`config.mk`:
```
export PLATFORM = sky130hd
export DESIGN_NAME = instr_fetch_flat
export DESIGN_NICKNAME = d
export VERILOG_FILES = /design/src/rtl/cpu16_pkg.sv /design/src/rtl/instr_fetch_if.sv /design/src/rtl/fetch_queue.sv /design/src/rtl/instr_fetch.sv /design/src/flat_wrapper.sv
export SDC_FILE = /design/constraint.sdc
export NUM_CORES = 1
export LEC_CHECK = 0
export CAP_MARGIN = 10
export CORE_ASPECT_RATIO = 0.9
export CORE_MARGIN = 4
export CORE_UTILIZATION = 47
export CTS_CLUSTER_SIZE = 8
export DETAILED_ROUTE_END_ITERATION = 10
export GPL_ROUTABILITY_DRIVEN = 0
export MAX_ROUTING_LAYER = met4
export PLACE_DENSITY = 0.89
export REMOVE_ABC_BUFFERS = 1
export SYNTH_ARGS = -nofsm -noshare
export SYNTH_HDL_FRONTEND = slang
export SYNTH_SLANG_ARGS = --single-unit
```
`constraint.sdc`:
```
create_clock -name clk -period 3.5 [get_ports clk]
set_input_delay 0.7 -clock clk [delete_from_list [all_inputs] [get_ports clk]]
set_output_delay 0.7 -clock clk [all_outputs]
set_load 0.03 [all_outputs]
```
`src/rtl/cpu16_pkg.sv`:
```
// cpu16_pkg: shared word/address types and fetch queue parameters for the cpu16 core.
package cpu16_pkg;

   typedef logic [15:0] word_t;
   typedef logic [15:0] addr_t;

   typedef struct packed {
      addr_t pc;
      word_t instr;
   } fetch_entry_t;

   localparam int FETCH_Q_DEPTH = 2;

endpackage

```
`src/rtl/instr_fetch_if.sv`:
```
// instr_fetch_if: ROM, redirect/halt control and decode handshake of the fetch stage.
interface instr_fetch_if;
   import cpu16_pkg::*;

   addr_t rom_addr;
   word_t rom_data;
   logic  redirect_valid;
   addr_t redirect_pc;
   logic  halt;
   logic  out_valid;
   logic  out_ready;
   word_t out_instr;
   addr_t out_pc;
   word_t stall_cnt;

   modport master (
      output rom_addr, out_valid, out_instr, out_pc, stall_cnt,
      input  rom_data, redirect_valid, redirect_pc, halt, out_ready
   );

   modport slave (
      input  rom_addr, out_valid, out_instr, out_pc, stall_cnt,
      output rom_data, redirect_valid, redirect_pc, halt, out_ready
   );

endinterface

```
`src/rtl/fetch_queue.sv`:
```
// fetch_queue: 2-entry FIFO of {pc, instr}; flush empties it and wins over push/pop.
module fetch_queue
   import cpu16_pkg::*;
(
   input  logic         clk,
   input  logic         rst_n,
   input  logic         push,
   input  logic         pop,
   input  logic         flush,
   input  fetch_entry_t din,
   output logic         full,
   output logic         empty,
   output fetch_entry_t head
);

   fetch_entry_t mem [FETCH_Q_DEPTH];
   logic         hd, tl;
   logic [1:0]   cnt;

   assign full  = cnt == 2'(FETCH_Q_DEPTH);
   assign empty = cnt == 2'd0;
   assign head  = mem[hd];

   // Storage carries no reset; validity is tracked by cnt alone.
   always_ff @(posedge clk)
      if (push && !flush) mem[tl] <= din;

   always_ff @(posedge clk) begin
      if (!rst_n || flush) begin
         hd  <= 1'b0;
         tl  <= 1'b0;
         cnt <= 2'd0;
      end else begin
         if (push) tl <= ~tl;
         if (pop) hd <= ~hd;
         cnt <= cnt + 2'(push) - 2'(pop);
      end
   end

endmodule

```
`src/rtl/instr_fetch.sv`:
```
// instr_fetch: cpu16 fetch stage owning the PC, feeding a 2-entry prefetch queue from a
// combinational ROM. Optional decode-starvation counter under `FETCH_STALL_CNT_EN.
module instr_fetch
   import cpu16_pkg::*;
#(
   parameter addr_t RESET_PC = 16'h0000
)(
   input logic            clk,
   input logic            rst_n,
   instr_fetch_if.master  bus
);

   addr_t        pc;
   logic         full, empty, pop, push;
   fetch_entry_t head;

   assign bus.rom_addr  = pc;
   assign bus.out_valid = !empty;
   assign bus.out_instr = head.instr;
   assign bus.out_pc    = head.pc;

   // A full queue may still accept a word when the head leaves in the same cycle.
   assign pop  = !empty && bus.out_ready;
   assign push = !bus.halt && !bus.redirect_valid && (!full || pop);

   fetch_queue u_queue (
      .clk   (clk),
      .rst_n (rst_n),
      .push  (push),
      .pop   (pop && !bus.redirect_valid),
      .flush (bus.redirect_valid),
      .din   ('{pc: pc, instr: bus.rom_data}),
      .full  (full),
      .empty (empty),
      .head  (head)
   );

   always_ff @(posedge clk) begin
      if (!rst_n) pc <= RESET_PC;
      else if (bus.redirect_valid) pc <= bus.redirect_pc;
      else if (push) pc <= pc + 16'd1;
   end

`ifdef FETCH_STALL_CNT_EN
   word_t stall_q;

   always_ff @(posedge clk) begin
      if (!rst_n) stall_q <= '0;
      else if (bus.out_ready && empty && !bus.redirect_valid && stall_q != 16'hFFFF)
         stall_q <= stall_q + 16'd1;
   end

   assign bus.stall_cnt = stall_q;
`else
   assign bus.stall_cnt = '0;
`endif

endmodule

```
`src/flat_wrapper.sv`:
```
// flat-port wrapper written by rule: the top's interface ports become plain ports
module instr_fetch_flat import cpu16_pkg::*;
#(
   parameter addr_t RESET_PC = 16'h0000
)
  (clk, rst_n, bus_rom_addr, bus_out_valid, bus_out_instr, bus_out_pc, bus_stall_cnt, bus_rom_data, bus_redirect_valid, bus_redirect_pc, bus_halt, bus_out_ready);
  instr_fetch_if bus_i ();
  input logic clk;
  input logic rst_n;
  output wire logic [$bits(bus_i.rom_addr)-1:0] bus_rom_addr;
  output wire logic [$bits(bus_i.out_valid)-1:0] bus_out_valid;
  output wire logic [$bits(bus_i.out_instr)-1:0] bus_out_instr;
  output wire logic [$bits(bus_i.out_pc)-1:0] bus_out_pc;
  output wire logic [$bits(bus_i.stall_cnt)-1:0] bus_stall_cnt;
  input wire logic [$bits(bus_i.rom_data)-1:0] bus_rom_data;
  input wire logic [$bits(bus_i.redirect_valid)-1:0] bus_redirect_valid;
  input wire logic [$bits(bus_i.redirect_pc)-1:0] bus_redirect_pc;
  input wire logic [$bits(bus_i.halt)-1:0] bus_halt;
  input wire logic [$bits(bus_i.out_ready)-1:0] bus_out_ready;
  assign bus_rom_addr = bus_i.rom_addr;
  assign bus_out_valid = bus_i.out_valid;
  assign bus_out_instr = bus_i.out_instr;
  assign bus_out_pc = bus_i.out_pc;
  assign bus_stall_cnt = bus_i.stall_cnt;
  assign bus_i.rom_data = bus_rom_data;
  assign bus_i.redirect_valid = bus_redirect_valid;
  assign bus_i.redirect_pc = bus_redirect_pc;
  assign bus_i.halt = bus_halt;
  assign bus_i.out_ready = bus_out_ready;
  instr_fetch #(.RESET_PC(RESET_PC)) u_core (.clk(clk), .rst_n(rst_n), .bus(bus_i));
endmodule
```
==> results.py <==
metrics = {
    "status": {
        "status": "finished, final reports clean",
    },
    "synthesis": {
        "syn-instance-count": 241,
        "async_flop_share_pct": 0,
        "yosysTopAreaCell": "edfxtp_1",
        "ys_ff_latch": 85,
        "synth_edf_count": 64,
        "ys_seq_area_share_pct": 67.10,
        "syn_area_per_cell_sq_um": 14.48,
        "netlist.area_leader.share_pct": 55.05,
        "ys_types": 37,
        "synth_warnings": 0,
        "netlist_top_cells_area": "edfxtp_1, dfxtp_1, mux2_2",
        "synth.cell_area_sq_um": 3491,
        "ys.flop_type": "edfxtp_1",
    },
    "timing": {
        "fin_skew_ps": 7.845,
        "fmax_ghz": 0.3647,
        "setup_viol": 0,
        "period_needed_ps": 2742,
        "finalCritPeriodShare_pct": 78.35,
        "fin_hold_ws_ps": 506.7,
        "rsz0062_at_grt": "no",
        "finalSetupTns_ps": 0,
        "drv_slew": 0,
        "maxSlewHeadroom_pct": 62.43,
        "finalHoldViolCount": 0,
        "worst-slew-pin-transition_ps": 561.8,
    },
    "cells_and_area": {
        "final_core_util_pct": 64.80,
        "diodes": 0,
        "fin_area_sq_um": 4632,
        "syn_to_final_growth_pct": 32.69,
        "drive_above_1_share_pct": 18.15,
        "nNetsFinal": 371,
    },
    "worst_setup_path": {
        "reg2reg_slack_ps": 1290,
        "critical_path_class": "reg2out",
        "cp-end-kind": "output port",
        "worst-path-max-fanout": 32,
        "endpoint": "bus_out_pc[13]",
        "worstPathArrival_ps": 2040,
        "rr_worst_depth": 9,
        "r2r-end": "u_core.u_queue.cnt[1]",
        "critPathLaunchType": "flip-flop",
        "cp_data_required_time_ps": 2800,
        "r2r_start": "u_core.u_queue.cnt[1]",
    },
    "clock_tree": {
        "clk_path_buf_depth": 2,
        "cts.repair.resized": 0,
        "cts_tree": "built",
        "cts_root_buffer": "clkbuf_8",
        "cts_inserted_buffers": 9,
        "clkTransAtPathRegs_ps": 80,
        "clk_latency_ps": 340,
        "numClockSinks": 85,
        "postCtsHoldBufs": 0,
        "post_cts_buffers": 0,
        "htree_levels": 3,
    },
    "min_path": {
        "min_path_cells": 2,
        "min_path_type": "reg2reg",
    },
    "route": {
        "ant_nets": 0,
        "initialDrtViolationCount": 98,
        "vias_per_cell": 5.058,
        "firstDrtPassIters": 4,
        "wl_per_cell_microns": 16.28,
        "drcViolationCount": 0,
        "drt-total-wl_mm": 6.984,
        "dr_total_vias": 2170,
    },
    "grt": {
        "grt_overflow_total": 0,
        "grt_use_total_pct": 16.29,
        "first_global_vias": 2242,
        "grt_pass1_wl_mm": 11.30,
        "antenna_found_initial": 0,
        "grt_max_degree": 33,
    },
    "floorplanning": {
        "fp.coreArea_sq_um": 7148,
        "die-area_sq_um": 8872,
        "die_w_microns": 98.85,
        "rows": 29,
        "initial_core_util_pct": 48.84,
        "die_h_microns": 89.76,
        "io_pins": 102,
    },
    "power": {
        "power.density_nw_per_um2": 471.7,
        "peakVddDrop_uv": 188.6,
        "leakagePower_nw": 1.598,
    },
    "placement": {
        "port_buffers": 85,
        "hpwl_mm": 4.836,
        "placed_cell_area_sq_um": 4410,
    },
    "job": {
        "maxCapViolCount": 0,
    },
}
power by group:
group	internal [W]	switching, W
sequential	0.00113	0.0000315
combinational	0.000123	0.000154
clock	0.000406	0.000345
total	0.00165	0.000531
worst max-delay path: stages (launching register included):
cell and delay, ps:
dfxtp_1 310, buf_4 370, mux2_2 390, clkdlybuf4s50_1 600
through the flow:
step | power (W) | std cells | setup slack (ps)
3_3_place_gp | 0.001450 | 413 | 649.7
3_5_place_dp | 0.001458 | 413 | 513.0
6_report | 0.002185 | 429 | 757.8
5_1_grt | 0.002270 | 429 | 641.2
4_1_cts | 0.002207 | 429 | 711.2
2_1_floorplan | 0.001323 | 231 | 540.2
layout by cell type, fill, tap and decap left out, types with 3 or more instances in the layout:
cell type,Yosys,final
mux2_2,32,32
or3_2,3,3
a31oi_1,7,7
nand3_1,3,3
nor2_1,8,7
or3_1,3,3
nand2_1,6,6
ha_1,3,3
edfxtp_1,64,64
dfxtp_1,21,21
clkbuf_8,0,9
buf_4,16,3
xnor2_1,9,9
o21ai_0,22,22
conb_1,1,16
clkdlybuf4s50_1,0,85
a21oi_1,9,9
xor2_1,3,3
worst min path at each step:
stage          slack (ps)               from        end
5_1_grt               550  u_core.u_queue.hd  flip-flop
2_1_floorplan         470  u_core.u_queue.hd  flip-flop
6_report              510  u_core.u_queue.hd  flip-flop
3_5_place_dp          490  u_core.u_queue.hd  flip-flop
4_1_cts               510  u_core.u_queue.hd  flip-flop
3_3_place_gp          490  u_core.u_queue.hd  flip-flop
cell usage after synthesis, types with 2 or more instances:
library cell / number
dfxtp_1: 21
nand3_1: 3
a21oi_1: 9
ha_1: 3
nand2_1: 6
buf_4: 16
nor2_1: 8
nand4_1: 2
o21ai_0: 22
xnor2_1: 9
edfxtp_1: 64
nor3_1: 2
inv_1: 2
and3_1: 2
or3_2: 3
clkbuf_1: 5
a31oi_1: 7
buf_1: 3
or3_1: 3
mux2_2: 32
xor2_1: 3
final cells by class:
cell class / instances / area [sq um]
sequential: 85 / 2342
timing repair buffer: 89 / 893.4
clock buffer: 9 / 123.9
clock inverter: 7 / 97.59
tap: 93 / 116.4
fill: 544 / 2516
multi-input combinational: 143 / 1047
inverter: 3 / 11.26
sequential cells by signal, summed over array words and instances, names as in the netlist, named ones only:
| register | flops |
|---|---|
| u_core.bus.rom_addr | 16 |
| u_core.u_queue.cnt | 2 |
| u_core.u_queue.hd | 1 |
| u_core.u_queue.mem | 64 |
| u_core.u_queue.tl | 1 |
per-layer routing:
| layer | GRT usage (%) | up-vias | share of wire, % |
|---|---|---|---|
| met4 | 6.030 | 0 | 1.1 |
| met1 | 20.16 | 1050 | 43 |
| met5 | - | - | 0 |
| li1 | - | 1046 | - |
| met2 | 27.07 | 67 | 51 |
| met3 | 2.477 | 7 | 4.8 |
cell families after synthesis:
logic type	count (synthesis)	share of synthesized area, %
XOR/XNOR	12	3.011
multiplexers	33	10.61
AO/OA/AOI/OAI	39	5.914
flip-flops	85	67.10
other	1	0.1074
adder cells (fa/ha/maj)	3	1.075
AND/OR/NAND/NOR	40	7.419
buffers and inverters	28	4.767
No activity file was read; power rests on OpenSTA's default activity.
